### config.mk
export PLATFORM = sky130hd
export DESIGN_NAME = booth_r4_seq_mult
export DESIGN_NICKNAME = d
export VERILOG_FILES = /design/src/rtl/booth_pkg.sv /design/src/rtl/booth_r4_enc.sv /design/src/rtl/booth_r4_seq_mult.sv
export SDC_FILE = /design/constraint.sdc
export NUM_CORES = 1
export LEC_CHECK = 0
export CAP_MARGIN = 20
export CORE_ASPECT_RATIO = 0.8
export CORE_MARGIN = 2
export CORE_UTILIZATION = 55
export DETAILED_ROUTE_END_ITERATION = 7
export PLACE_DENSITY = 0.78
export SYNTH_ARGS = -nofsm -noshare
export SYNTH_HDL_FRONTEND = slang
export SYNTH_SLANG_ARGS = --single-unit
export TNS_END_PERCENT = 10
### constraint.sdc
create_clock -name clk -period 6.7 [get_ports clk]
set_input_delay 1.34 -clock clk [delete_from_list [all_inputs] [get_ports clk]]
set_output_delay 1.34 -clock clk [all_outputs]
set_load 0.03 [all_outputs]
### src/rtl/booth_pkg.sv
// Shared types and sizing helpers for the radix-4 Booth sequential multiplier.
// Optional feature macro used by the multiplier: BOOTH_EARLY_TERM_EN.
package booth_pkg;

  // Controller states.
  typedef enum logic [1:0] {
    IDLE = 2'd0,
    BUSY = 2'd1,
    DONE = 2'd2
  } state_t;

  // Booth digit select: magnitude one-hot (one/two, both low = zero) plus sign.
  typedef struct packed {
    logic neg;
    logic two;
    logic one;
  } booth_digit_t;

  // Internal extended operand width: always even and at least N+1, so the
  // unsigned top bit of an operand never reads as a sign bit.
  function automatic int calc_w(input int n);
    return ((n % 32'sd2) == 32'sd0) ? (n + 32'sd2) : (n + 32'sd1);
  endfunction

  // Number of radix-4 iterations (two multiplier bits each).
  function automatic int calc_iter(input int n);
    return calc_w(n) / 32'sd2;
  endfunction

endpackage

### src/rtl/booth_r4_enc.sv
// Radix-4 Booth recoder: 3-bit multiplier window {b[2i+1], b[2i], b[2i-1]}
// to a digit select in {0, +A, +2A, -A, -2A}.
import booth_pkg::*;

module booth_r4_enc (
  input  logic [2:0]   win,
  output booth_digit_t digit
);

  // Standard Booth recoding table.
  always_comb begin
    digit = '0;
    case (win)
      3'b000, 3'b111: digit = '{neg: 1'b0, two: 1'b0, one: 1'b0};
      3'b001, 3'b010: digit = '{neg: 1'b0, two: 1'b0, one: 1'b1};
      3'b011:         digit = '{neg: 1'b0, two: 1'b1, one: 1'b0};
      3'b100:         digit = '{neg: 1'b1, two: 1'b1, one: 1'b0};
      3'b101, 3'b110: digit = '{neg: 1'b1, two: 1'b0, one: 1'b1};
      default:        digit = '0;
    endcase
  end

endmodule

### src/rtl/booth_r4_seq_mult.sv
// Sequential radix-4 Booth multiplier, N x N -> 2N, signed or unsigned per
// operation, valid/ready on both sides, two multiplier bits retired per clock.
// Optional macro BOOTH_EARLY_TERM_EN: leave BUSY as soon as the remaining
// multiplier bits can only produce zero digits.
import booth_pkg::*;

module booth_r4_seq_mult #(
  parameter int N = 8
) (
  input  logic             clk,
  input  logic             rst_n,
  input  logic             in_valid,
  output logic             in_ready,
  input  logic             in_signed,
  input  logic [N-1:0]     a,
  input  logic [N-1:0]     b,
  output logic             out_valid,
  input  logic             out_ready,
  output logic [2*N-1:0]   product,
  output logic             busy
);

  localparam int W    = calc_w(N);
  localparam int ITER = calc_iter(N);
  localparam int AW   = 2 * W + 1;
  localparam int CW   = $clog2(ITER + 1);

  // Registered state.
  state_t           state_q, state_d;
  logic [CW-1:0]    cnt_q, cnt_d;
  logic [W-1:0]     a_q, a_d;
  // Multiplier with the look-behind bit in position 0; shifted right by two
  // per iteration so the current window is always bits [2:0].
  logic [W:0]       mult_q, mult_d;
  logic [AW-1:0]    acc_q, acc_d;
  logic [2*N-1:0]   product_q, product_d;
  logic             out_valid_q, out_valid_d;
  logic             in_ready_q, in_ready_d;
  logic             busy_q, busy_d;

  // Combinational datapath.
  booth_digit_t     digit_s;
  logic             ext_a_s, ext_b_s;
  logic [W-1:0]     a_ext_s, b_ext_s;
  logic [W:0]       a_one_s, a_two_s, pp_mag_s, pp_s, upper_sum_s;
  logic [AW-1:0]    acc_add_s, acc_step_s;
  logic [2*N-1:0]   acc_fin_s;
  logic             finish_s;
`ifdef BOOTH_EARLY_TERM_EN
  localparam int SW = $clog2(AW);
  logic [SW-1:0]    shamt_s;
  logic             uniform_s;
`endif

  booth_r4_enc u_enc (
    .win   (mult_q[2:0]),
    .digit (digit_s)
  );

  // Operand extension to W bits; the sign fill is gated by the mode bit.
  always_comb begin
    ext_a_s = in_signed & a[N-1];
    ext_b_s = in_signed & b[N-1];
    a_ext_s = {{(W-N){ext_a_s}}, a};
    b_ext_s = {{(W-N){ext_b_s}}, b};
  end

  // One Booth step: select +-A/+-2A, add into the upper W+1 bits, shift by two.
  always_comb begin
    a_one_s = {a_q[W-1], a_q};
    a_two_s = {a_q, 1'b0};
    if (digit_s.two) begin
      pp_mag_s = a_two_s;
    end else if (digit_s.one) begin
      pp_mag_s = a_one_s;
    end else begin
      pp_mag_s = '0;
    end
    if (digit_s.neg) begin
      pp_s = -pp_mag_s;
    end else begin
      pp_s = pp_mag_s;
    end
    upper_sum_s = acc_q[AW-1:W] + pp_s;
    acc_add_s   = {upper_sum_s, acc_q[W-1:0]};
    acc_step_s  = $signed(acc_add_s) >>> 2'd2;
  end

`ifdef BOOTH_EARLY_TERM_EN
  // Finish once the unconsumed bits (look-behind included) are all-0 or
  // all-1; the skipped iterations' shifts are applied in one go. The first
  // BUSY cycle always runs a real iteration, keeping latency in 2..ITER+1.
  always_comb begin
    uniform_s = (mult_q == '0) || (mult_q == '1);
    finish_s  = (cnt_q == CW'(ITER)) || ((cnt_q != '0) && uniform_s);
    shamt_s   = SW'((ITER - int'(cnt_q)) * 32'sd2);
    acc_fin_s = (2*N)'($signed(acc_q) >>> shamt_s);
  end
`else
  // Fixed schedule: ITER iterations, then one cycle to publish the result.
  always_comb begin
    finish_s  = (cnt_q == CW'(ITER));
    acc_fin_s = acc_q[2*N-1:0];
  end
`endif

  // Controller next-state and register next-values.
  always_comb begin
    state_d     = state_q;
    cnt_d       = cnt_q;
    a_d         = a_q;
    mult_d      = mult_q;
    acc_d       = acc_q;
    product_d   = product_q;
    out_valid_d = out_valid_q;
    case (state_q)
      IDLE: begin
        if (in_valid) begin
          a_d     = a_ext_s;
          mult_d  = {b_ext_s, 1'b0};
          acc_d   = '0;
          cnt_d   = '0;
          state_d = BUSY;
        end else begin
          state_d = IDLE;
        end
      end
      BUSY: begin
        if (finish_s) begin
          product_d   = acc_fin_s;
          out_valid_d = 1'b1;
          state_d     = DONE;
        end else begin
          acc_d  = acc_step_s;
          mult_d = $signed(mult_q) >>> 2'd2;
          cnt_d  = cnt_q + CW'(1'b1);
        end
      end
      DONE: begin
        if (out_ready) begin
          out_valid_d = 1'b0;
          state_d     = IDLE;
        end else begin
          out_valid_d = 1'b1;
        end
      end
      default: begin
        out_valid_d = 1'b0;
        state_d     = IDLE;
      end
    endcase
    in_ready_d = (state_d == IDLE);
    busy_d     = (state_d != IDLE);
  end

  // State registers with synchronous active-low reset.
  always_ff @(posedge clk) begin
    if (!rst_n) begin
      state_q     <= IDLE;
      cnt_q       <= '0;
      a_q         <= '0;
      mult_q      <= '0;
      acc_q       <= '0;
      product_q   <= '0;
      out_valid_q <= 1'b0;
      in_ready_q  <= 1'b1;
      busy_q      <= 1'b0;
    end else begin
      state_q     <= state_d;
      cnt_q       <= cnt_d;
      a_q         <= a_d;
      mult_q      <= mult_d;
      acc_q       <= acc_d;
      product_q   <= product_d;
      out_valid_q <= out_valid_d;
      in_ready_q  <= in_ready_d;
      busy_q      <= busy_d;
    end
  end

  assign in_ready  = in_ready_q;
  assign out_valid = out_valid_q;
  assign product   = product_q;
  assign busy      = busy_q;

endmodule

# --- After elaboration in Yosys (flattened, before gate mapping) ---
# Memories as Yosys holds them, arrays and structs flattened. A register that Yosys moved wholly into a read port is not among the register bits.
# Index checks and enable logic that the tools add are counted.
word_totals:
  regBits: 65
  romBits: 24
  inputBits: 21
  output_inout_bits: 19
  elab_cells: 54
  mem_count: 1
op_classes:
  n_addsub: 3
  n_eq_ne: 6
  muxes: 21
  bitwise: 4
  reduce_logical: 9
mem_list:
  columns: ["name", "depth", "word_bits", "read_ports", "rd_ports_with_merged_regs", "write_ports", "line_no", "rtl"]
  rows:
  - ["(name not given)", 8, 3, 1, 1, 0, "booth_r4_enc.sv:13", "case (win)"]
ops:
  columns: ["op", "count"]
  rows:
  - ["11-bit two-way mux", 4]
  - ["21-bit two-way mux", 2]
  - ["21-bit case mux with 2 select lines", 1]
  - ["11-bit case mux with 2 select lines", 1]
  - ["3-bit two-way mux", 4]
  - ["11-bit adder", 1]
  - ["11-bit negator", 1]
  - ["10-bit two-way mux", 1]
  - ["2-bit inequality test (second input constant)", 3]
  - ["2-bit case mux with 3 select lines", 1]
  - ["3-bit case mux with 2 select lines", 1]
  - ["2-bit AND reduction", 3]
  - ["3-bit AND reduction", 2]
  - ["2-bit zero test", 2]
  - ["2-bit two-way mux", 2]
  - ["2-bit nonzero test", 2]
  - ["3-bit by 1-bit adder with 3-bit output (second input constant)", 1]
  - ["3-bit equality test (second input constant)", 1]
  - ["1-bit two-way mux", 3]
  - ["1-bit case mux with 3 select lines", 1]
  - ["1-bit bitwise AND", 2]
  - ["2-bit by 1-bit equality test with 1-bit output (second input constant)", 1]
  - ["2-bit equality test (second input constant)", 1]
  - ["1-bit inverter", 2]

# --- Depth between registers and ports, before layout ---
# Gate-level depths: netlist of run 1.
depth:
  word_depth: 7
  mapped_depth: 17
  ltp_nobuf: 15

# --- By module ---
# From an unflattened synthesis of run 1, not the netlist that was laid out.
hier_totals:
  hier_cells: 414
  area_unflattened_um2: 3503.4
modules_own_cells:
  columns: ["module", "instances", "cells_each", "area_per_inst_um2", "seq_area_each_um2"]
  rows:
  - ["booth_r4_seq_mult", 1, 408, 3449.6, 1261.2]
  - ["booth_r4_enc", 1, 6, 53.8, 0.0]

# --- Least setup slack after synthesis of run 1 ---
# No wires, ideal clock.
synth_timing:
  path_kind: "register to register"
  startpoint: "register u_enc.digit[1] (netlist name)"
  endpoint: "register acc_q[17]"
  setup_time_ns: 0.122
  t_arrival_ns: 3.209
  required_time_ns: 6.578
  path_slack_ns: 3.369
  path_stages_with_launch: 18
  n_path_buf: 2
  period_less_slack_ns: 3.331
  cell_sequence: "dfxtp_1 > buf_2 > buf_1 > nand2_1 > o21ai_0 > inv_1 > ha_1 > nor2b_1 > a22o_1 > nand2b_1 > xor2_1 > ha_1 > o21a_1 > o21a_1 > and3_1 > a221oi_1 > xor2_1 > o21ai_0"
synth_between:
  elab_chain_len: 6
synth_rtl:
  columns: ["item", "line_no", "rtl"]
  rows:
  - ["11-bit two-way mux *", "booth_r4_seq_mult.sv:72", "if (digit_s.two) begin"]
  - ["11-bit negator", "booth_r4_seq_mult.sv:80", "pp_s = -pp_mag_s;"]
  - ["11-bit two-way mux *", "booth_r4_seq_mult.sv:79", "if (digit_s.neg) begin"]
  - ["11-bit adder *", "booth_r4_seq_mult.sv:84", "upper_sum_s = acc_q[AW-1:W] + pp_s;"]
  - ["21-bit two-way mux *", "booth_r4_seq_mult.sv:129", "if (finish_s) begin"]
  - ["21-bit case mux with 2 select lines *", "booth_r4_seq_mult.sv:116", "case (state_q)"]
  - ["to (signal assigned)", "booth_r4_seq_mult.sv:163", "acc_q <= '0;"]
  - ["to (signal assigned)", "booth_r4_seq_mult.sv:173", "acc_q <= acc_d;"]
  - ["to (decl)", "booth_r4_seq_mult.sv:35", "logic [AW-1:0] acc_q, acc_d;"]
# Mark *: on every way between the ends. The rest lies on a longest branch, timed or not. The select of a mux whose other input is x is not followed.
# A chain may end at the register's enable or synchronous reset.

# --- Worst setup path in the final report of run 1 ---
layout_timing:
  startpoint: "input port in_valid"
  endpoint: "register u_enc.digit[1] (netlist name)"
layout_between:
  elab_chain_len: 4
layout_rtl:
  columns: ["item", "line_no", "rtl"]
  rows:
  - ["from (decl)", "booth_r4_seq_mult.sv:12", "input logic in_valid,"]
  - ["2-bit inequality test (no source line)", null, null]
  - ["3-bit AND reduction (no source line)", null, null]
  - ["3-bit two-way mux (no source line) (2 in series)", null, null]
# No other way between the ends.

==> metrics.cfg, run 1 <==
[synthesis]
avgSynthCellArea_um2=8.45
synth.most_common_cell=nand2_1
synthTopCellsByCount=93 x nand2_1, 66 x dfxtp_1, 35 x a21boi_0, 22 x a21oi_1, 21 x ha_1
ys_seq_area_share_pct=37.6
synthTopCellsByArea=dfxtp_1 38%, nand2_1 9.9%, a21boi_0 7.5%
synth_edf_count=0
synth_cell_types=52
synthCells=416
synth_warnings=0
netlist_area_mm2=0.00351
syn_nets=459
yosysTopAreaCell=dfxtp_1
synth_top_area_share_pct=37.6
async_flop_share_pct=0
ys.flop_type=dfxtp_1
synth.ff_latch_count=66

[global_route]
grt_max_degree=53
grt.busiest_layer=met2
gr-usage-all-layers_pct=20.9
grt_pass1_wl_um=11700
grt_pass1_vias=2560
met1_usage_pct=27.7
met3_usage_pct=6.03
antenna_found_initial=0
grt_overflow=0
met2_usage_pct=34.6

[sta]
drv_slew=0
finalCritPeriodShare_pct=54.1
skew_ps=12.2
hold_viol_final=0
setup_violations=0
hold_slack_ps=459
max_slew_margin_pct=40.4
worst_slew_pin_slew_ps=894
tns_ps=0
period_minus_slack_ps=3620
grt_setup_unrepaired=no
max_clock_freq_mhz=276

[power_and_ir_drop]
leakage_nw=1.57
p_seq_share_pct=50.3
vdd_drop_max_uv=125
power.share.switching_pct=24.2
p_per_area_mw_per_mm2=203
internal-power_uw=631
switchingPower_uw=202
p_comb_share_pct=11.6
clkPwrFrac_pct=38.1

[clock_network]
cts_max_path_buffers=2
clkLatencyLatePin_ps=330
cts-buffers-inserted=9
cts_resized=0
cts_setup_buffers=0
cts_hold_buf=0
cts_root_buf=clkbuf_8
cts.sinks=66
clkTransAtPathRegs_ps=70
htreeDepth=3
cts_tree=built

[setup_path]
worstSetupPathType=input pin to register
path_cells=clkdlybuf4s50_1 -> nor2b_1 -> or3_1 -> a22oi_1 -> a21boi_0 -> inv_1 -> ha_1 -> mux2_4
r2r_cells=15
path_depth=8
crit_path_start_kind=input pin
cp_slowest_stage_delay_ps=740
cpLargestDelayFamily=simple AND/OR/NAND/NOR gates
worstPathRequired_ps=6920
cp.buffers_inverters=2
cp_slowest_cell=or3_1
cp_max_fo=25
setup.worst_path.end_class=register
worstPathArrival_ps=3850

[placement]
gp_congestion=0.809
place_hpwl_um=4950
port-buffer-count=39

[floorplan]
dieArea_mm2=0.00705
core_mm2=0.00628
fp.dieH_um=75.5
pin_count=40
rows=26
dieWidth_um=93.4
initial_utilization_pct=56.0

[routing]
wl_per_cell_um=12.8
viasPerCell=5.34
vias=2839
first_pass_iters=4
first_iter_violations=218
drc=0
ant_nets=0
drt-total-wl_um=6810

[layout]
num-nets-final=487
drive_above_1_share_pct=5.13
area_delta_synth_final_pct=16.6
n_antenna_cell=0

[run_status]
status=completed

[run]
drv_cap=0

[hold_path]
hold_path_depth=2
hp-class=register to register

==> state kept, by name, indices dropped and copies added, names as in the netlist <==
signal	count
in_ready	1
product	16
acc_q	19
busy	1
a_q	9
out_valid	1
mult_q	11
u_enc.digit	3
state_q	2
cnt_q	3
==> cells in the final DEF, fill, tap and decap left out, types with 2 or more instances in the layout <==
master	count
buf_4	3
a211oi_1	3
xor2_1	7
o211a_1	4
ha_1	21
a21boi_0	35
and2_1	3
inv_1	12
xnor2_1	10
clkdlybuf4s50_1	39
and3b_1	2
a22oi_1	9
nand3b_1	4
nor3_1	3
o21ai_0	16
nand2_1	93
a22o_1	2
and3_1	2
nand3_1	8
clkbuf_8	10
nor2b_1	16
a21o_1	4
a21oi_1	22
o31ai_1	3
mux2i_1	4
nor2_1	10
a221oi_1	2
clkbuf_1	3
dfxtp_1	66
nand2b_1	4
o21a_1	5
==> kinds of logic after synthesis <==
| group | count (synthesis) | synth area share, % |
|---|---|---|
| flops | 66 | 37.6 |
| fa+ha+maj | 22 | 8.05 |
| xor+xnor | 18 | 4.91 |
| simple gates | 152 | 19.9 |
| mux | 6 | 1.89 |
| compound gates | 115 | 22.9 |
| buf+inv | 37 | 4.74 |
==> metal layers <==
layer | vias up | wire, µm
li1 | 1482 | -
met1 | 1284 | 3350
met2 | 71 | 3100
met3 | 2 | 333
met4 | 0 | 22
met5 | - | 0
==> stage by stage <==
| step | power, mW | worst slack, ps | cells | instance area [µm²] | utilization [%] |
|---|---|---|---|---|---|
| floorplan | 0.496 | 3370 | 416 | 3510 | - |
| global placement | 0.521 | 2810 | 517 | 3910 | 62.3 |
| detailed placement | 0.524 | 2710 | 517 | 3910 | 62.3 |
| CTS | 0.841 | 3070 | 532 | 4100 | 65.2 |
| global route | 0.870 | 2830 | 532 | 4100 | 65.2 |
| finish | 0.832 | 3080 | 532 | 4100 | 65.2 |
==> final timing paths <==
kind / slack, ps / endpoint / startpoint
max: 3080 / u_enc.digit[1] / in_valid
min: 460 / product[14] / product[14]
max reg2reg: 3170 / acc_q[17] / u_enc.digit[1]
min reg2reg: 460 / product[14] / product[14]
==> worst reg2reg max path: cells and delay by family, from the launching register on <==
kind / cells / cell delay, ps
compound gates: 6 / 1130
xor+xnor: 2 / 330
fa+ha+maj: 2 / 590
buf+inv: 1 / 70
flops: 1 / 720
simple gates: 4 / 580
==> power by group through the flow <==
| stage | registers (mW) | clock network (mW) | logic, mW |
|---|---|---|---|
| after detailed placement | 0.428 | 0 | 0.0963 |
| after floorplan | 0.423 | 0 | 0.0730 |
| after global placement | 0.427 | 0 | 0.0938 |
| after global routing | 0.421 | 0.342 | 0.108 |
| after CTS | 0.419 | 0.326 | 0.0967 |
| final | 0.419 | 0.317 | 0.0962 |
==> cell type report <==
| type | instances | area [µm²] |
|---|---|---|
| Clock buffer | 13 | 149 |
| Clock inverter | 2 | 37.5 |
| Fill cell | 537 | 2180 |
| Inverter | 12 | 45.0 |
| Multi-Input combinational cell | 313 | 2030 |
| Sequential cell | 66 | 1320 |
| Tap cell | 84 | 105 |
| Timing Repair Buffer | 42 | 413 |
Power figures use the tool's default switching activity.
==> run 2: changes to the inputs <==
--- a/config.mk
+++ b/config.mk
@@ -8,9 +8,9 @@
 export CAP_MARGIN = 20
 export CORE_ASPECT_RATIO = 0.8
 export CORE_MARGIN = 2
-export CORE_UTILIZATION = 55
+export CORE_UTILIZATION = 51
 export DETAILED_ROUTE_END_ITERATION = 7
-export PLACE_DENSITY = 0.78
+export PLACE_DENSITY = 0.76
 export SYNTH_ARGS = -nofsm -noshare
 export SYNTH_HDL_FRONTEND = slang
 export SYNTH_SLANG_ARGS = --single-unit
==> constraint.sdc (replaced) <==
create_clock -name clk -period 3.16 [get_ports clk]
set_input_delay 0.632 -clock clk [delete_from_list [all_inputs] [get_ports clk]]
set_output_delay 0.632 -clock clk [all_outputs]
set_load 0.03 [all_outputs]
==> run 2 against run 1 <==
Sequential power up 110%. Critical path type is now register to register. Non-clock buffer count increased by 16. Cell area up 4.3%. Highest routed layer unchanged. Die area grew 7.5%. Clock power rose by 140%. Via count up 5.0%. Clock skew decreased by 4.2 ps.
==> metrics.cfg, run 2 (synthesis gave the netlist of run 1 again) <==
[run]
drv_cap=0

[layout]
final_area_mm2=0.00427
num-nets-final=503
multi_input_area_mm2=0.00204
final_util_pct=62.9
n_antenna_cell=0
drive_above_1_share_pct=10.5
fin_cells=552
largest_register_ffs=19
mostFrequentLayoutCell=nand2_1
area_delta_synth_final_pct=21.6
ff_latch_area_mm2=0.00133
top_register=acc_q
final_cell_mix=93 x nand2_1, 63 x dfxtp_1, 39 x clkdlybuf4s50_1
fill_cells=590

[sta]
drv_slew=0
period_minus_slack_ps=3030
hold_viol_final=0
fin_ws_ps=133
finalCritPeriodShare_pct=95.8
max_clock_freq_mhz=330
max_slew_margin_pct=54.2
setup_violations=0
worst_slew_pin_slew_ps=685
skew_ps=7.98

[setup_path]
cp_slowest_cell=dfxtp_4
cp_max_fo=6
cp_slowest_stage_delay_ps=370
setup.worst_path.end_class=register
rr_startpoint=u_enc.digit[1]
path_cells=nor2b_2 -> nand2_1 -> ha_1 -> nor2b_1 -> a22o_1 -> nand2b_1 -> xor2_1 -> ha_1 -> buf_4 -> buf_4 -> o2111ai_1 -> a21boi_0 -> o21a_1 -> nor3_1 -> o31ai_1
worstPathArrival_ps=3270
worstSetupPathType=register to register
cpLargestDelayFamily=compound AO/OA/AOI/OAI gates
worstPathRequired_ps=3400
startpoint=u_enc.digit[1]
cp.buffers_inverters=2
crit_path_start_kind=register

[global_route]
grt_overflow=0
gr-usage-all-layers_pct=20.6
grt_max_degree=27
grt_pass1_vias=2736
grt_pass1_wl_um=12800
antenna_found_initial=0

[placement]
place_hpwl_um=5470
pre_cts_slack_ps=68.5
dp_cells=535
gp_congestion=0.851
dpl_cell_area_mm2=0.00403
port-buffer-count=39

[routing]
first_pass_iters=5
drc=0
drt-total-wl_um=7630
ant_nets=0
vias=2980
viasPerCell=5.40
first_iter_violations=161
wl_per_cell_um=13.8

[hold_path]
worstHoldStart=product[5]
hp-class=register to register

[floorplan]
rows=27
dieArea_mm2=0.00757
dieWidth_um=96.8
pin_count=40
core_mm2=0.00679
initial_utilization_pct=51.7
fp.dieH_um=78.2

[clock_network]
clkLatencyLatePin_ps=340
clkTransAtPathRegs_ps=70
cts_hold_buf=0
cts.sinks=66
cts_root_buf=clkbuf_8
cts_max_path_buffers=2
cts_tree=built
cts-buffers-inserted=9
htreeDepth=3

[power_and_ir_drop]
leakage_nw=1.68
p_per_area_mw_per_mm2=441
vdd_drop_max_uv=272
power.total_mw=1.88

[run_status]
status=completed

-- run 2: cell types whose count changed in the layout (fill, tap and decap cells not counted), moves of 2 or more --
cell and change:
clkinv_2 +2, buf_4 +16, clkbuf_1 -3, dfxtp_4 +2, dfxtp_1 -3
-- run 2: worst paths after layout --
check | to | slack (ps) | depth (start not counted)
max | acc_q[16] | 130 | 15
min | product[5] | 460 | 2
max reg2reg | acc_q[16] | 130 | 15
min reg2reg | product[5] | 460 | 2
-- run 2: layout make-up --
cell class | count | share of cell area [%]
clock buffer | 9 | 2.90
clock inverter | 7 | 2.20
inverter | 12 | 1.05
multi-input combinational | 313 | 47.7
sequential | 66 | 31.1
tap | 87 | 2.55
timing repair buffer | 58 | 12.5
-- run 2: metrics by stage --
step / hold slack (ps) / TNS (ps)
global placement: 450 / 0
finish: 463 / 0
detailed placement: 457 / 0
global route: 483 / -5.84
CTS: 468 / 0
floorplan: 437 / 0
-- run 2: report_power, final --
part           internal (mW)  switching, mW  leakage (nW)
clock                  0.442          0.325         0.105
combinational          0.110          0.122          1.04
sequential             0.858         0.0253         0.538
-- run 2: metal layers --
metal	share of wire, %	global-route usage [%]
met1	50	27.5
met2	45	33.5
met3	3.9	4.90
met5	0	0
met4	0.81	5.92
-- run 2: worst register-to-register path: cells and delay by family, from the launching register on --
family                   cells  cell delay (ps)
AO/OA/AOI/OAI                5             1060
AND/OR/NAND/NOR              5              580
adder cells (fa/ha/maj)      2              540
flip-flops                   1              370
buffers and inverters        2              220
XOR/XNOR                     1              160
-- run 2: timing repair --
action,in CTS,in global routing
buffers inserted,0,1
resized for setup,0,8
endpoints found under the setup margin,0,3
==> run 3: changes to the inputs <==
--- a/config.mk
+++ b/config.mk
@@ -11,6 +11,7 @@
 export CORE_UTILIZATION = 51
 export DETAILED_ROUTE_END_ITERATION = 7
 export PLACE_DENSITY = 0.76
+export SLEW_MARGIN = 0
 export SYNTH_ARGS = -nofsm -noshare
 export SYNTH_HDL_FRONTEND = slang
 export SYNTH_SLANG_ARGS = --single-unit
==> constraint.sdc (replaced) <==
create_clock -name clk -period 2.4 [get_ports clk]
set_input_delay 0.48 -clock clk [delete_from_list [all_inputs] [get_ports clk]]
set_output_delay 0.48 -clock clk [all_outputs]
set_load 0.03 [all_outputs]
==> run 3 against run 2 <==
The flow now finishes with violations (negative setup slack). Die area did not move. Sequential cell count did not move. Sequential share of layout area fell by 2.3 points. Clock power rose by 35%. Global-route usage rose by 0.61 points. Utilization rose by 4.8 points. Hold slack got worse by 0.76 ps. First-iteration DRC count fell by 25%. Setup slack got worse by 590 ps. Via count rose by 3.6%. Maximum frequency rose by 5.8%.
==> metrics.cfg, run 3 (synthesis gave the netlist of run 1 again) <==
[sta]
max_slew_margin_pct=75.9
skew_ps=6.94
max_clock_freq_mhz=350
fin_ws_ps=-460
finalCritPeriodShare_pct=119
period_minus_slack_ps=2860
worst_slew_pin_slew_ps=358
tns_ps=-1850
setup_violations=6
hold_viol_final=0
drv_slew=0
hold_slack_ps=462
grt_setup_unrepaired=yes

[run_status]
failed_checks=negative setup slack
status=finished with violations

[layout]
drive_above_1_share_pct=20.3
largest_register_ffs=19
mostFrequentLayoutCell=nand2_1
area_delta_synth_final_pct=30.9
multi_input_area_mm2=0.00212
final_util_pct=67.8
final_area_mm2=0.00460
fill_cells=534
n_antenna_cell=0
fin_cells=585
top_register=acc_q
ff_latch_area_mm2=0.00133
num-nets-final=536
final_cell_mix=90 x nand2_1, 63 x dfxtp_1, 52 x buf_4

[setup_path]
setup.worst_path.end_class=register
worstSetupPathType=register to register
crit_path_start_kind=register
worstPathArrival_ps=3110
worstPathRequired_ps=2650
cp_max_fo=4

[global_route]
gr-usage-all-layers_pct=21.2
grt_max_degree=29
antenna_found_initial=0
grt_overflow=0
grt_pass1_wl_um=13100
grt_pass1_vias=2877

[placement]
dpl_cell_area_mm2=0.00429
port-buffer-count=39
dp_cells=566
place_hpwl_um=5720
pre_cts_slack_ps=-518
gp_congestion=0.826

[clock_network]
cts_hold_buf=0
clkTransAtPathRegs_ps=80
htreeDepth=3
clkLatencyLatePin_ps=350
cts_root_buf=clkbuf_8
cts_tree=built
cts-buffers-inserted=9
cts.sinks=66
cts_max_path_buffers=2

[floorplan]
initial_utilization_pct=51.7
core_mm2=0.00679
rows=27
fp.dieH_um=78.2
dieArea_mm2=0.00757
pin_count=40
dieWidth_um=96.8

[power_and_ir_drop]
vdd_drop_max_uv=424
leakage_nw=1.86
power.total_mw=2.56
p_per_area_mw_per_mm2=556

[routing]
viasPerCell=5.28
drc=0
first_pass_iters=5
vias=3086
drt-total-wl_um=7990
ant_nets=0
first_iter_violations=121
wl_per_cell_um=13.6

[hold_path]
hp-class=register to register

[run]
drv_cap=0

run 3: area by class of cell:
cell class,instances,share of cell area (%)
Clock buffer,9,2.69
Multi-Input combinational cell,313,46.2
Tap cell,87,2.37
Timing Repair Buffer,91,17.0
Clock inverter,7,2.04
Sequential cell,66,28.8
Inverter,12,0.979
run 3: worst paths after layout:
check,from,endpoint,slack (ps),cells past startpoint
setup / recovery,u_enc.digit[0],acc_q[17],-460,15
hold / removal,product[3],product[3],460,2
setup reg to reg,u_enc.digit[0],acc_q[17],-460,15
hold reg to reg,product[3],product[3],460,2
run 3: worst max-delay path: stages (launching register included):
cell and delay, ps:
dfxtp_2 350, nand2_2 60, o21ai_2 150, inv_2 60, ha_4 150, nor2b_1 120
a22o_1 230, nand2b_4 160, xor2_2 140, ha_1 300, o21a_1 180, o21a_1 180
and3_4 170, a221oi_2 260, xor2_1 160, o21ai_1 70
run 3: report_power, final:
group	total (mW)	internal [mW]	switching, mW
registers	1.16	1.13	0.0299
logic	0.362	0.181	0.181
clock network	1.04	0.582	0.455
total	2.56	1.89	0.665
run 3: repair_timing:
item	4_1_cts	5_1_grt
pin swaps	7	4
setup endpoints to repair	6	11
setup buffers	1	2
gates resized for setup	10	15
run 3: routing by layer:
layer | vias up | wire [µm] | part of all wire [%] | global-route usage [%]
met1 | 1397 | 3900 | 49 | 29.0
li1 | 1589 | - | - | -
met2 | 91 | 3560 | 45 | 33.5
met3 | 9 | 431 | 5.4 | 5.08
met4 | 0 | 99 | 1.2 | 6.34
met5 | - | 0 | 0 | 0
